===== config.mk =====
export PLATFORM = sky130hd
export DESIGN_NAME = keypad_emulator
export DESIGN_NICKNAME = d
export VERILOG_FILES = /design/src/rtl/keypad_pkg.sv /design/src/rtl/keypad_emulator_bounce_lfsr.sv /design/src/rtl/keypad_emulator.sv
export SDC_FILE = /design/constraint.sdc
export NUM_CORES = 1
export LEC_CHECK = 0
export BUFFER_PORTS_ARGS = -buffer_cell sky130_fd_sc_hd__buf_2
export CORE_MARGIN = 2
export CORE_UTILIZATION = 35
export DETAILED_ROUTE_END_ITERATION = 8
export PLACE_DENSITY = 0.59
export SLEW_MARGIN = 15
export SYNTH_ARGS = -nofsm -noshare
export SYNTH_HDL_FRONTEND = slang
export SYNTH_SLANG_ARGS = --single-unit

===== constraint.sdc =====
create_clock -name clk -period 1.35 [get_ports clk]
set_input_delay 0 -clock clk [delete_from_list [all_inputs] [get_ports clk]]
set_output_delay 0 -clock clk [all_outputs]
set_load 0.02 [all_outputs]

===== src/rtl/keypad_pkg.sv =====
// -----------------------------------------------------------------------------
// keypad_pkg
//   Shared definitions for the 4x4 matrix keypad emulator.
//   Contents:
//     NUM_ROWS / NUM_COLS / KEY_W  keypad geometry and key-code width
//     ROW_IDLE                     all rows released (active-low lines)
//     LFSR_SEED                    reset value of the contact-bounce LFSR
//     state_e                      emulator FSM states {IDLE, PRESS, GAP}
//     key_row / key_col            field slices of a key code
//     row_drive                    row pattern produced by a closed contact
// -----------------------------------------------------------------------------
package keypad_pkg;

    localparam int unsigned NUM_ROWS = 4;
    localparam int unsigned NUM_COLS = 4;
    localparam int unsigned KEY_W    = 4;

    localparam logic [NUM_ROWS-1:0] ROW_IDLE  = 4'hF;
    localparam logic [7:0]          LFSR_SEED = 8'hA5;

    typedef enum logic [1:0] {
        IDLE  = 2'd0,
        PRESS = 2'd1,
        GAP   = 2'd2
    } state_e;

    // key_code[3:2] selects the row, key_code[1:0] the column
    function automatic logic [1:0] key_row(input logic [KEY_W-1:0] key);
        return key[3:2];
    endfunction

    function automatic logic [1:0] key_col(input logic [KEY_W-1:0] key);
        return key[1:0];
    endfunction

    // A closed switch ties its row to its column: the row reads low only
    // while the scanner drives that column low. Other low columns are
    // irrelevant (wired-AND of the matrix).
    function automatic logic [NUM_ROWS-1:0] row_drive(
        input logic [KEY_W-1:0]    key,
        input logic [NUM_COLS-1:0] cols
    );
        logic [NUM_ROWS-1:0] r;
        r = ROW_IDLE;
        if (cols[key_col(key)] == 1'b0) begin
            r[key_row(key)] = 1'b0;
        end
        return r;
    endfunction

endpackage


===== src/rtl/keypad_emulator_bounce_lfsr.sv =====
// -----------------------------------------------------------------------------
// bounce_lfsr
//   8-bit Fibonacci LFSR (x^8 + x^6 + x^5 + x^4 + 1) used to model contact
//   bounce. Advances only while en_i is high; seeded with LFSR_SEED on reset.
//   Only compiled when KEYPAD_EMU_BOUNCE_EN is defined.
//   Ports:
//     clk_i   in  1  clock
//     rst_ni  in  1  asynchronous active-low reset
//     en_i    in  1  advance one step per clock
//     bit_o   out 1  current pseudo-random contact state (1 = closed)
// -----------------------------------------------------------------------------
`ifdef KEYPAD_EMU_BOUNCE_EN
module bounce_lfsr
    import keypad_pkg::*;
(
    input  logic clk_i,
    input  logic rst_ni,
    input  logic en_i,
    output logic bit_o
);

    logic [7:0] lfsr_q;
    logic [7:0] lfsr_d;

    // Taps at stages 8,6,5,4 -> bits 7,5,4,3 when shifting toward the MSB
    always_comb begin
        lfsr_d = lfsr_q;
        if (en_i) begin
            lfsr_d = {lfsr_q[6:0], lfsr_q[7] ^ lfsr_q[5] ^ lfsr_q[4] ^ lfsr_q[3]};
        end
    end

    always_ff @(posedge clk_i or negedge rst_ni) begin
        if (!rst_ni) begin
            lfsr_q <= LFSR_SEED;
        end else begin
            lfsr_q <= lfsr_d;
        end
    end

    assign bit_o = lfsr_q[7];

endmodule
`endif


===== src/rtl/keypad_emulator.sv =====
// -----------------------------------------------------------------------------
// keypad_emulator
//   Emulates a physical 4x4 matrix keypad for one commanded key press at a
//   time: watches the scanner's active-low column strobes and drives the
//   active-low row lines as the pressed switch would.
//   Sequence: IDLE -> PRESS (HOLD_CYCLES) -> GAP (GAP_CYCLES) -> IDLE.
//   Optional: define KEYPAD_EMU_BOUNCE_EN to add contact bounce in the first
//   BOUNCE_CYCLES of PRESS and GAP (LFSR-driven make/break).
//   Ports:
//     clk        in   1  system clock
//     reset      in   1  asynchronous active-low reset
//     key_code   in   4  key to press (row = [3:2], col = [1:0])
//     key_valid  in   1  command valid, taken when key_ready is high
//     key_ready  out  1  idle, command can be accepted
//     shift_col  in   4  scanner column strobes, active-low
//     row        out  4  row lines, active-low, registered
//     busy       out  1  press or gap in progress
//     done       out  1  single-cycle pulse on the last GAP cycle
// -----------------------------------------------------------------------------
module keypad_emulator
    import keypad_pkg::*;
#(
    parameter int unsigned HOLD_CYCLES   = 1000,
    parameter int unsigned GAP_CYCLES    = 1000,
    parameter int unsigned BOUNCE_CYCLES = 64
) (
    input  logic                clk,
    input  logic                reset,
    input  logic [KEY_W-1:0]    key_code,
    input  logic                key_valid,
    output logic                key_ready,
    input  logic [NUM_COLS-1:0] shift_col,
    output logic [NUM_ROWS-1:0] row,
    output logic                busy,
    output logic                done
);

    // Counter sized for the longer phase; the bounce limit is folded in so
    // the window compare is always representable.
    localparam int unsigned PHASE_MAX = (HOLD_CYCLES > GAP_CYCLES) ? HOLD_CYCLES : GAP_CYCLES;
    localparam int unsigned CNT_MAX   = (PHASE_MAX > BOUNCE_CYCLES) ? PHASE_MAX : BOUNCE_CYCLES;
    localparam int unsigned CNT_W     = $clog2(CNT_MAX + 1);

    localparam logic [CNT_W-1:0] HOLD_LAST = CNT_W'(HOLD_CYCLES - 1);
    localparam logic [CNT_W-1:0] GAP_LAST  = CNT_W'(GAP_CYCLES - 1);

    state_e              state_q, state_d;
    logic [CNT_W-1:0]    cnt_q, cnt_d;
    logic [KEY_W-1:0]    key_q, key_d;
    logic [NUM_ROWS-1:0] row_q, row_d;
    logic                contact;

    // ------------------------------------------------------------------
    // Contact model: closed for the whole PRESS phase, open otherwise,
    // unless bounce is enabled and we are inside a bounce window.
    // ------------------------------------------------------------------
`ifdef KEYPAD_EMU_BOUNCE_EN
    localparam logic [CNT_W-1:0] BOUNCE_LIM = CNT_W'(BOUNCE_CYCLES);

    logic in_window;
    logic bounce_bit;

    assign in_window = ((state_q == PRESS) || (state_q == GAP)) && (cnt_q < BOUNCE_LIM);

    bounce_lfsr u_bounce_lfsr (
        .clk_i  (clk),
        .rst_ni (reset),
        .en_i   (in_window),
        .bit_o  (bounce_bit)
    );

    assign contact = in_window ? bounce_bit : (state_q == PRESS);
`else
    assign contact = (state_q == PRESS);
`endif

    // ------------------------------------------------------------------
    // State register (also holds counter, latched key and row register)
    // ------------------------------------------------------------------
    always_ff @(posedge clk or negedge reset) begin
        if (!reset) begin
            state_q <= IDLE;
            cnt_q   <= '0;
            key_q   <= '0;
            row_q   <= ROW_IDLE;
        end else begin
            state_q <= state_d;
            cnt_q   <= cnt_d;
            key_q   <= key_d;
            row_q   <= row_d;
        end
    end

    // ------------------------------------------------------------------
    // Next-state logic
    // ------------------------------------------------------------------
    always_comb begin
        state_d = state_q;
        key_d   = key_q;
        unique case (state_q)
            IDLE: begin
                if (key_valid) begin
                    state_d = PRESS;
                    key_d   = key_code;
                end
            end
            PRESS: begin
                if (cnt_q == HOLD_LAST) begin
                    state_d = GAP;
                end
            end
            GAP: begin
                if (cnt_q == GAP_LAST) begin
                    state_d = IDLE;
                end
            end
            default: begin
                state_d = IDLE;
            end
        endcase

        // Cleared on every state entry; the phase ends before it can wrap
        if ((state_d != state_q) || (state_q == IDLE)) begin
            cnt_d = '0;
        end else begin
            cnt_d = cnt_q + 1'b1;
        end
    end

    // ------------------------------------------------------------------
    // Output logic
    // ------------------------------------------------------------------
    always_comb begin
        key_ready = (state_q == IDLE);
        busy      = (state_q != IDLE);
        done      = (state_q == GAP) && (cnt_q == GAP_LAST);
        row_d     = contact ? row_drive(key_q, shift_col) : ROW_IDLE;
    end

    assign row = row_q;

endmodule


==> Word-level counts from Yosys, hierarchy flattened <==
Index checks and enable logic that the tools add are counted.
{ "classes": {"n_addsub": 1, "multipliers": 0, "n_div": 0, "magnitude_cmp": 3, "n_eq_ne": 4, "n_shift": 0, "muxes": 11, "bitwise_logic": 1, "n_reduce_logical": 6} }
{ "ops": {"columns": ["operator", "count"], "rows": [
  ["10-bit by 1-bit adder with 10-bit output, second input constant", 1],
  ["10-bit equality test, second input constant", 1],
  ["10-bit 2-to-1 mux", 1],
  ["4-bit 2-to-1 mux", 2],
  ["2-bit by 3-bit less-than comparator with 1-bit output, second input constant", 2],
  ["2-bit 2-to-1 mux", 3],
  ["2-bit one-hot mux with 3 select lines", 1],
  ["4-bit inverter", 1],
  ["1-bit binary-select mux with 2-bit select", 1],
  ["1-bit demux with 2-bit select", 1],
  ["2-bit by 1-bit equality test with 1-bit output, second input constant", 1],
  ["2-bit equality test, second input constant", 1],
  ["2-bit by 1-bit greater-or-equal comparator with 1-bit output, second input constant", 1],
  ["1-bit logical AND", 2],
  ["2-bit zero test", 1],
  ["1-bit 2-to-1 mux", 2],
  ["2-bit != test", 1],
  ["2-bit AND reduction", 1],
  ["2-bit nonzero test", 1],
  ["1-bit logical OR", 1]
]} }
{ "word_totals": {"regBits": 20, "latch_bits": 0, "ram_bits": 0, "romBits": 0, "input_bits": 11, "out_inout_bits": 7, "wordCells": 30, "n_memories": 0} }

==> Depth between registers and ports, before layout <==
Gate-level depths: netlist of run 1.
{ "depth": {"word_depth": 7, "ltp_mapped": 4, "mapped_depth_nobuf": 4} }

==> Least setup slack after synthesis of run 1 <==
Ideal clock, no wire load.
{ "synth_path": {"path_kind": "register to output", "start": "register cnt_q[0]", "end": "output port done", "arrival_ps": 1441, "required_ps": 1350, "path_slack_ps": -91, "stages_incl_launch_ff": 5, "path_buffers": 0, "cell_sequence": "dfrtp_1 > ha_1 > nand4bb_2 > or3_1 > nor2_1"} }
{ "synth_via": {"elab_chain_len": 2} }
{ "synth_rtl": {"columns": ["item", "line", "rtl"], "rows": [
  ["start: declaration", "keypad_emulator.sv:48", "logic [CNT_W-1:0] cnt_q, cnt_d;"],
  ["start signal: assignment", "keypad_emulator.sv:88", "cnt_q <= cnt_d;"],
  ["10-bit equality test", "keypad_emulator.sv:136", "done = (state_q == GAP) && (cnt_q == GAP_LAST);"],
  ["1-bit logical AND", "keypad_emulator.sv:136", null],
  ["end: declaration", "keypad_emulator.sv:35", "output logic done"]
]} }
Every way passes these cells.

==> Worst setup path after layout of run 1 <==
{ "layout_path": {"start": "register cnt_q[1]", "end": "output port done"} }
Same word-level chain as after synthesis.

==> flow_summary.ini, run 1 <==
[routing]
drt_iter0_drc = 2
dr.pass1.iters = 4
postRouteAntennaNets = 0
drc = 0
vias_per_cell = 4.88
wl_per_cell_um = 12.3
num_vias = 757
routed_wl_um = 1900

[cts]
cts.root.buffer_cell = clkbuf_4
cts_tree = yes
clock_path_buffers = 2
clock_sinks = 20
clk_latency_ns = 0.29
htreeDepth = 1
clkSlewWorstSetupHoldPaths_ns = 0.11
cts_buffers = 3

[power_and_ir_drop]
p_per_area_nw_per_um2 = 826
max-vdd-ir-drop_v = 0.000602
p_clk_frac = 0.426
swShare = 0.178
seqPwrFrac = 0.535
power_mw = 1.12
p_leak_nw = 0.588
p_int_mw = 0.925
pwr-share-comb = 0.039
switchingPower_mw = 0.200

[timing]
finalCritPeriodShare = 1.16
fin_crit_ns = 1.57
finalClockSkew_ns = 0.00138
final_max_slew_viol_count = 0
max_freq_mhz = 637
worst_slew_pin_slew_ns = 0.425
finalHoldViolCount = 0
slew-limit-headroom = 0.717
rsz0062_at_grt = true
finalSetupViolCount = 6
finalWorstSetupSlack_ns = -0.221
fin_tns_setup_ns = -0.518

[die]
die_x_um = 55.4
die-area_um2 = 3070
start_util = 0.370
rows = 18
core_region_area_um2 = 2500
num_io_pins = 18
die_h_um = 55.4

[hold_path]
hold_class = in2reg
whs_path_depth = 3

[worst_setup_path]
r2r_cells = 5
cp-end-kind = output pin
critPathRequiredTime_ns = 1.35
critPathArrivalTime_ns = 1.57
cp-start-kind = register
rrSetupSlack_ns = -0.08
path_class = reg2out
worstPathMaxFanout = 2

[run_status]
violations = negative setup slack
status = finished with violations

[logic_synthesis]
synth-seq-area-share = 0.547
synthCells = 82
synth-compound-area-share = 0.0920
synth_xor_area_frac = 0.0474
synthAdderAreaFrac = 0.0135
synth_area_um2 = 925
syn_nets = 94
ys_seq_elements = 20
synth_mux_area_frac = 0.0839
syn_avg_cell_area_um2 = 11.3
synthArstFlopShare = 1.00
yosysWarnings = 0
synthSimpleGateAreaFrac = 0.204
synthFlopType = dfrtp_1
synth_edf_count = 0
synth_top_family_by_area = simple AND/OR/NAND/NOR gates
ys_types = 30

[final_layout]
drive_above_1_share = 0.472
final_area_um2 = 1360
final_cells = 155
diodes = 0
nNetsFinal = 138
area_growth_pct = 47.2

[global_routing]
grt_remaining_overflow = 0
grt_pass1_vias = 792
grt_max_degree = 21
grt_pass1_wl_um = 3370
grtUsageTotal = 0.139
antenna_found_initial = 0

[placement]
hpwl_um = 1260
place_congestion = 0.788
placedCellCount = 141
placement.io_buffers = 17
place_area_um2 = 1150

[flow_run]
drv_cap = 0
## critical path, stage by stage, from the launching register on
cell	delay [ns]
dfrtp_1	0.42
ha_4	0.17
nand4bb_4	0.11
or3_4	0.36
nor2_4	0.09
buf_6	0.12
## power by group through the flow
stage / logic [mW] / registers (mW) / clock network (mW)
after global placement: 0.0330 / 0.613 / 0
after detailed placement: 0.0337 / 0.613 / 0
final: 0.0438 / 0.602 / 0.479
after CTS: 0.0448 / 0.602 / 0.501
after floorplan: 0.00439 / 0.616 / 0
after global routing: 0.0502 / 0.603 / 0.526
## cells in the final DEF (no fill, tap or decap), types with 4 or more instances in the layout
cell,count
buf_2,16
nor2_1,6
nand3_1,4
nand2_1,4
dfrtp_1,15
dlygate4sd3_1,5
dfstp_2,4
mux2_2,4
buf_4,16
## cells in the mapped netlist (all sizes together) (3+ instances only)
library cell,count,share of area
nand3,5,0.032
dfstp,4,0.11
a21oi,3,0.016
o21ai,4,0.022
mux2,4,0.049
inv,3,0.012
nand2,5,0.020
or3,4,0.027
dfrtp,16,0.43
nor2,9,0.037
xor2,3,0.028
## path summary, 6_finish.rpt
| check | startpoint | end |
|---|---|---|
| max in group asynchronous | reset | row[3]$_DFF_PN1_ |
| min reg2reg | key_q[3]$_DFFE_PN0P_ | row[2]$_DFF_PN1_ |
| max reg2reg | cnt_q[1]$_DFF_PN0_ | cnt_q[8]$_DFF_PN0_ |
| min in group asynchronous | reset | cnt_q[1]$_DFF_PN0_ |
| max | cnt_q[1]$_DFF_PN0_ | done |
| min | key_valid | state_q[0]$_DFF_PN0_ |
## registers in the layout, indices dropped and copies added, names as in the netlist
name,cells
cnt_q,10
key_q,4
row,4
state_q,2
## cells by family (layout without fill, tap and decap cells)
family          count (synthesis)  in the layout
mux                             6              6
flops                          20             20
buf+inv                         3             46
xor+xnor                        5              5
fa+ha+maj                       1              1
simple gates                   34             34
compound gates                 13             13
## per-stage QoR
| step | setup WS [ns] | utilization | hold WS [ns] |
|---|---|---|---|
| floorplan | 0.0127 | - | -0.296 |
| finish | -0.221 | 0.545 | 0.0480 |
| CTS | -0.258 | 0.526 | 0.0350 |
| global route | -0.290 | 0.545 | 0.0678 |
| global placement | 0.0244 | 0.462 | -0.0341 |
| detailed placement | -0.0164 | 0.462 | -0.0304 |
## layer usage
layer  GRT usage  share of wire  wire length, um
met3      0.0211          0.039               74
met5           0              0                0
met4       0.108          0.033               63
met1       0.165           0.43              816
met2       0.223           0.50              946
## cell type report
cell class                      count  area (um2)
Fill cell                         215        1140
Sequential cell                    20         507
Multi-Input combinational cell     59         480
Timing Repair Buffer               39         273
Tap cell                           30        37.5
Clock inverter                      1        30.0
Clock buffer                        3        22.5
Inverter                            3        11.3
## timing repair
item	in CTS	in global routing
buffers inserted	4	2
hold buffers	5	0
gates resized for setup	5	10
endpoints found under the hold margin	24	0
gates cloned	0	0
pin swaps	4	7
setup endpoints to repair	3	15
No activity file was read; power rests on OpenSTA's default activity.
==> run 2: changes to the inputs <==
Settings changed: RECOVER_POWER from default to 25.
==> run 2 against run 1 <==
Net effect:
- the flow still finishes with violations (negative setup slack)
- power is essentially flat
- via count stayed put
- critical path depth stayed put
- sequential share of layout area is essentially flat
- die area is the same
- clock power hardly changed
- critical path type unchanged
- largest power group unchanged
- highest routed layer unchanged
==> flow_summary.ini, run 2 (same netlist as run 1, synthesis figures left out) <==
[cts]
cts_tree = yes
htreeDepth = 1
clk_latency_ns = 0.29
clkSlewWorstSetupHoldPaths_ns = 0.11
cts.root.buffer_cell = clkbuf_4
clock_sinks = 20
cts_buffers = 3
clock_path_buffers = 2

[worst_setup_path]
r2r_cells = 5
rrSetupSlack_ns = -0.08
worstPathMaxFanout = 2
cp-start-kind = register
cp-end-kind = output pin
critPathRequiredTime_ns = 1.35
endpoint = done
reg2reg_to = cnt_q[8]$_DFF_PN0_
cp_cell_sequence = ha_4, nand4bb_4, or3_4, nor2_4, buf_6
crit_slowest_cell = dfrtp_1
critPathArrivalTime_ns = 1.57
path_class = reg2out
startpoint = cnt_q[1]$_DFF_PN0_
cpPeakStageDelay_ns = 0.42
crit_family = simple AND/OR/NAND/NOR gates
worst-path-buf-inv = 1
worst-path-stages = 5
r2r_start = cnt_q[1]$_DFF_PN0_

[routing]
wl_per_cell_um = 12.2
postRouteAntennaNets = 0
num_vias = 757
drc = 0
vias_per_cell = 4.88
drt_iter0_drc = 2
routed_wl_um = 1900
dr.pass1.iters = 4

[hold_path]
hold_class = in2reg
whs_path_depth = 3

[power_and_ir_drop]
seqPwrFrac = 0.536
p_leak_nw = 0.585
max-vdd-ir-drop_v = 0.000601
p_clk_frac = 0.426
pwr-share-comb = 0.039
swShare = 0.177
switchingPower_mw = 0.199
p_per_area_nw_per_um2 = 827
p_int_mw = 0.925

[global_routing]
grtUsageTotal = 0.139
grt_pass1_wl_um = 3370
antenna_found_initial = 0
grt_pass1_vias = 792
grt_remaining_overflow = 0
grt_max_degree = 21

[final_layout]
drive_above_1_share = 0.464
n_fill_cell = 215
multi_input_area_um2 = 480
final_common_cell = buf_4
area_growth_pct = 47.1
seq_area_um2 = 507
mostFrequentLayoutCells = buf_4, dfrtp_1, buf_2
regMostFlops = cnt_q
largest_reg_flops = 10
diodes = 0
nNetsFinal = 138
final_util = 0.544

[timing]
finalClockSkew_ns = 0.00118
rsz0062_at_grt = true
slew-limit-headroom = 0.322
finalHoldWorstSlack_ns = 0.0480
finalSetupViolCount = 6
finalWorstSetupSlack_ns = -0.220
fin_crit_ns = 1.57
finalHoldViolCount = 0
worst_slew_pin_slew_ns = 1.02
max_freq_mhz = 637
finalCritPeriodShare = 1.16
final_max_slew_viol_count = 0

[placement]
placement.io_buffers = 17
hpwl_um = 1260
place_congestion = 0.788

[die]
core_region_area_um2 = 2500
die_h_um = 55.4
die-area_um2 = 3070
start_util = 0.370
num_io_pins = 18
die_x_um = 55.4
rows = 18

[run_status]
status = finished with violations
violations = negative setup slack

[flow_run]
drv_cap = 0
-- run 2: cell count changes in the layout (fill, tap and decap cells not counted) --
cell	change
buf_2	-1
clkbuf_1	+1
-- run 2: per-layer routing --
metal	GRT usage	wire length, um	vias up
li1	-	-	382
met2	0.223	945	15
met3	0.0211	74	6
met5	0	0	-
met1	0.165	814	354
met4	0.108	63	0
-- run 2: power by group through the flow --
stage	logic [mW]	clock network, mW	registers, mW
final	0.0434	0.478	0.602
after global routing	0.0499	0.526	0.603
after CTS	0.0448	0.501	0.602
after detailed placement	0.0337	0	0.613
after global placement	0.0330	0	0.613
after floorplan	0.00439	0	0.616
-- run 2: worst min-delay path by stage --
stage                                       to  slack, ns       from
final                     state_q[0]$_DFF_PN0_       0.05  key_valid
after detailed placement    cnt_q[3]$_DFF_PN0_      -0.03      reset
after CTS                 state_q[0]$_DFF_PN0_       0.03  key_valid
after global routing      state_q[0]$_DFF_PN0_       0.07  key_valid
after floorplan             cnt_q[0]$_DFF_PN0_      -0.30      reset
after global placement      cnt_q[3]$_DFF_PN0_      -0.03      reset
-- run 2: worst min-delay path, stage by stage --
cell,delay (ns)
buf_2,0.08
nand2_1,0.13
o21ai_1,0.11
-- run 2: repair_timing --
action | in CTS | in global routing
buffers inserted | 4 | 2
gates cloned | 0 | 0
hold buffers | 5 | 0
pin swaps | 4 | 7
resized for setup | 5 | 10
setup endpoints to repair | 3 | 15
hold endpoints to repair | 24 | 0
-- run 2: cell type report --
cell class,instances,area share
clock inverters,1,0.0221
repair buffers,39,0.200
clock buffers,3,0.0166
flip-flops and latches,20,0.373
multi-input cells,59,0.353
inverters,3,0.00828
well taps,30,0.0276
-- run 2: metrics by stage --
stage          area, um2  power [mW]  std cells  setup WS, ns  setup TNS (ns)
2_1_floorplan        942       0.620         82        0.0127               0
3_3_place_gp        1150       0.646        141        0.0244               0
3_5_place_dp        1150       0.647        141       -0.0164         -0.0164
4_1_cts             1320        1.15        154        -0.258           -1.38
5_1_grt             1360        1.18        155        -0.290           -1.12
6_report            1360        1.12        155        -0.220          -0.517
==> run 3: changes to the inputs <==
Settings changed: PLACE_DENSITY 0.59 to 0.57.
Clock period 1.35 ns to 1.6 ns, I/O delays scaled along.
==> run 3 against run 2 <==
Net effect:
- sequential cell count unchanged
- largest cell class unchanged
- count of clock-buffer cells in the layout unchanged
- worst hold slack got worse by 0.013 ns
- worst setup slack better by 0.27 ns
- non-clock buffer count fell by 9
- final cell count decreased by 5.8%
- global-route usage up 0.71 points
- clock skew is 0.0085 ns higher
- die area unchanged
- critical path depth fell by 1
- core utilization fell by 4.4 points
- clock power decreased by 13%
- the flow now finishes without violations
- largest power group unchanged
==> flow_summary.ini, run 3 (same netlist as run 1, synthesis figures left out) <==
[run_status]
status = finished, final reports clean

[die]
die-area_um2 = 3070
num_io_pins = 18
rows = 18
die_x_um = 55.4
core_region_area_um2 = 2500
start_util = 0.370
die_h_um = 55.4

[timing]
fin_tns_setup_ns = 0
finalClockSkew_ns = 0.00967
worst_slew_pin_slew_ns = 1.09
finalWorstSetupSlack_ns = 0.0473
finalCritPeriodShare = 0.970
fin_crit_ns = 1.55
finalSetupViolCount = 0
rsz0062_at_grt = true
slew-limit-headroom = 0.274
finalHoldViolCount = 0
final_max_slew_viol_count = 0
max_freq_mhz = 644

[routing]
wl_per_cell_um = 13.3
vias_per_cell = 5.17
dr.pass1.iters = 4
routed_wl_um = 1950
num_vias = 755
drt_iter0_drc = 15
postRouteAntennaNets = 0
drc = 0

[worst_setup_path]
r2r_start = cnt_q[0]$_DFF_PN0_
worst-path-buf-inv = 1
cpPeakStageDelay_ns = 0.54
worstPathMaxFanout = 6
crit_slowest_cell = dfrtp_1
startpoint = cnt_q[2]$_DFF_PN0_
critPathArrivalTime_ns = 1.55
cp-start-kind = register
crit_family = simple AND/OR/NAND/NOR gates
cp_cell_sequence = nand4bb_4, or3_4, nor2_4, buf_6
cp-end-kind = output pin
path_class = reg2out
critPathRequiredTime_ns = 1.60

[final_layout]
largest_reg_flops = 10
diodes = 0
drive_above_1_share = 0.371
nNetsFinal = 129
n_fill_cell = 223
area_growth_pct = 35.3
final_area_um2 = 1250
multi_input_area_um2 = 444
final_cells = 146
regMostFlops = cnt_q
seq_area_um2 = 505
mostFrequentLayoutCells = dfrtp_1, buf_2, nor2_1, buf_4
final_common_cell = dfrtp_1

[global_routing]
grt_max_degree = 21
grt_remaining_overflow = 0
grt_pass1_vias = 794
grtUsageTotal = 0.146
grt_pass1_wl_um = 3560
antenna_found_initial = 0

[cts]
cts.root.buffer_cell = clkbuf_4
cts_buffers = 3
clock_sinks = 20
cts_tree = yes
clk_latency_ns = 0.31
clkSlewWorstSetupHoldPaths_ns = 0.12
clock_path_buffers = 2
htreeDepth = 1

[power_and_ir_drop]
power_mw = 0.963
p_per_area_nw_per_um2 = 770
p_leak_nw = 0.521
max-vdd-ir-drop_v = 0.000456

[placement]
hpwl_um = 1230
place_area_um2 = 1050
placement.io_buffers = 17
place_congestion = 0.747
post-place-ws_ns = 0.0754
placedCellCount = 130

[hold_path]
hold_start = key_valid
hold_class = in2reg

[flow_run]
drv_cap = 0
[run 3: changes by cell type in the layout (fill, tap and decap cells not counted), sizes merged]
cell	previous run	this run
buf	33	24
[run 3: worst reg2reg max path, cell delays in order, from the launching register on]
cell and delay, ns:
dfrtp_1 0.41, ha_4 0.16, buf_4 0.12, nand4_1 0.16, or3_1 0.35, a31oi_1 0.16
[run 3: layout make-up]
class | instances | area share
clock buffer | 3 | 0.0180
inverter | 3 | 0.00900
multi-input combinational | 59 | 0.355
timing repair buffer | 30 | 0.160
sequential | 20 | 0.404
clock inverter | 1 | 0.0240
tap | 30 | 0.0300
[run 3: where the power goes]
group | internal [mW] | switching (mW) | total, mW
sequential | 0.508 | 0.000189 | 0.508
combinational | 0.0190 | 0.0178 | 0.0368
clock | 0.253 | 0.165 | 0.418
total | 0.780 | 0.183 | 0.963
[run 3: metrics by stage]
step | hold WS (ns) | utilization
after floorplan | -0.296 | -
after global placement | -0.0321 | 0.422
after detailed placement | -0.0262 | 0.422
after CTS | 0.0332 | 0.496
after global routing | 0.0305 | 0.501
final | 0.0349 | 0.501
[run 3: what timing repair did]
item | in CTS | in global routing
setup buffers | 7 | 0
hold endpoints to repair | 24 | 0
cloned | 0 | 0
resized for setup | 5 | 3
pin swaps | 4 | 1
hold buffers | 5 | 0
endpoints found under the setup margin | 1 | 1
[run 3: metal layers]
| layer | vias to the layer above | part of all wire | GRT usage |
|---|---|---|---|
| li1 | 364 | - | - |
| met1 | 376 | 0.45 | 0.180 |
| met2 | 11 | 0.50 | 0.240 |
| met3 | 4 | 0.021 | 0.0281 |
| met4 | 0 | 0.020 | 0.0801 |
| met5 | - | 0 | 0 |
[run 3: worst paths after layout]
kind	endpoint	slack, ns	cells after the start
worst max-delay path	done	0.05	4
worst min-delay path	state_q[0]$_DFF_PN0_	0.03	3
worst max register to register	cnt_q[8]$_DFF_PN0_	0.17	5
worst min register to register	row[2]$_DFF_PN1_	0.49	1
max in group asynchronous	cnt_q[5]$_DFF_PN0_	0.54	2
min in group asynchronous	cnt_q[9]$_DFF_PN0_	0.40	2
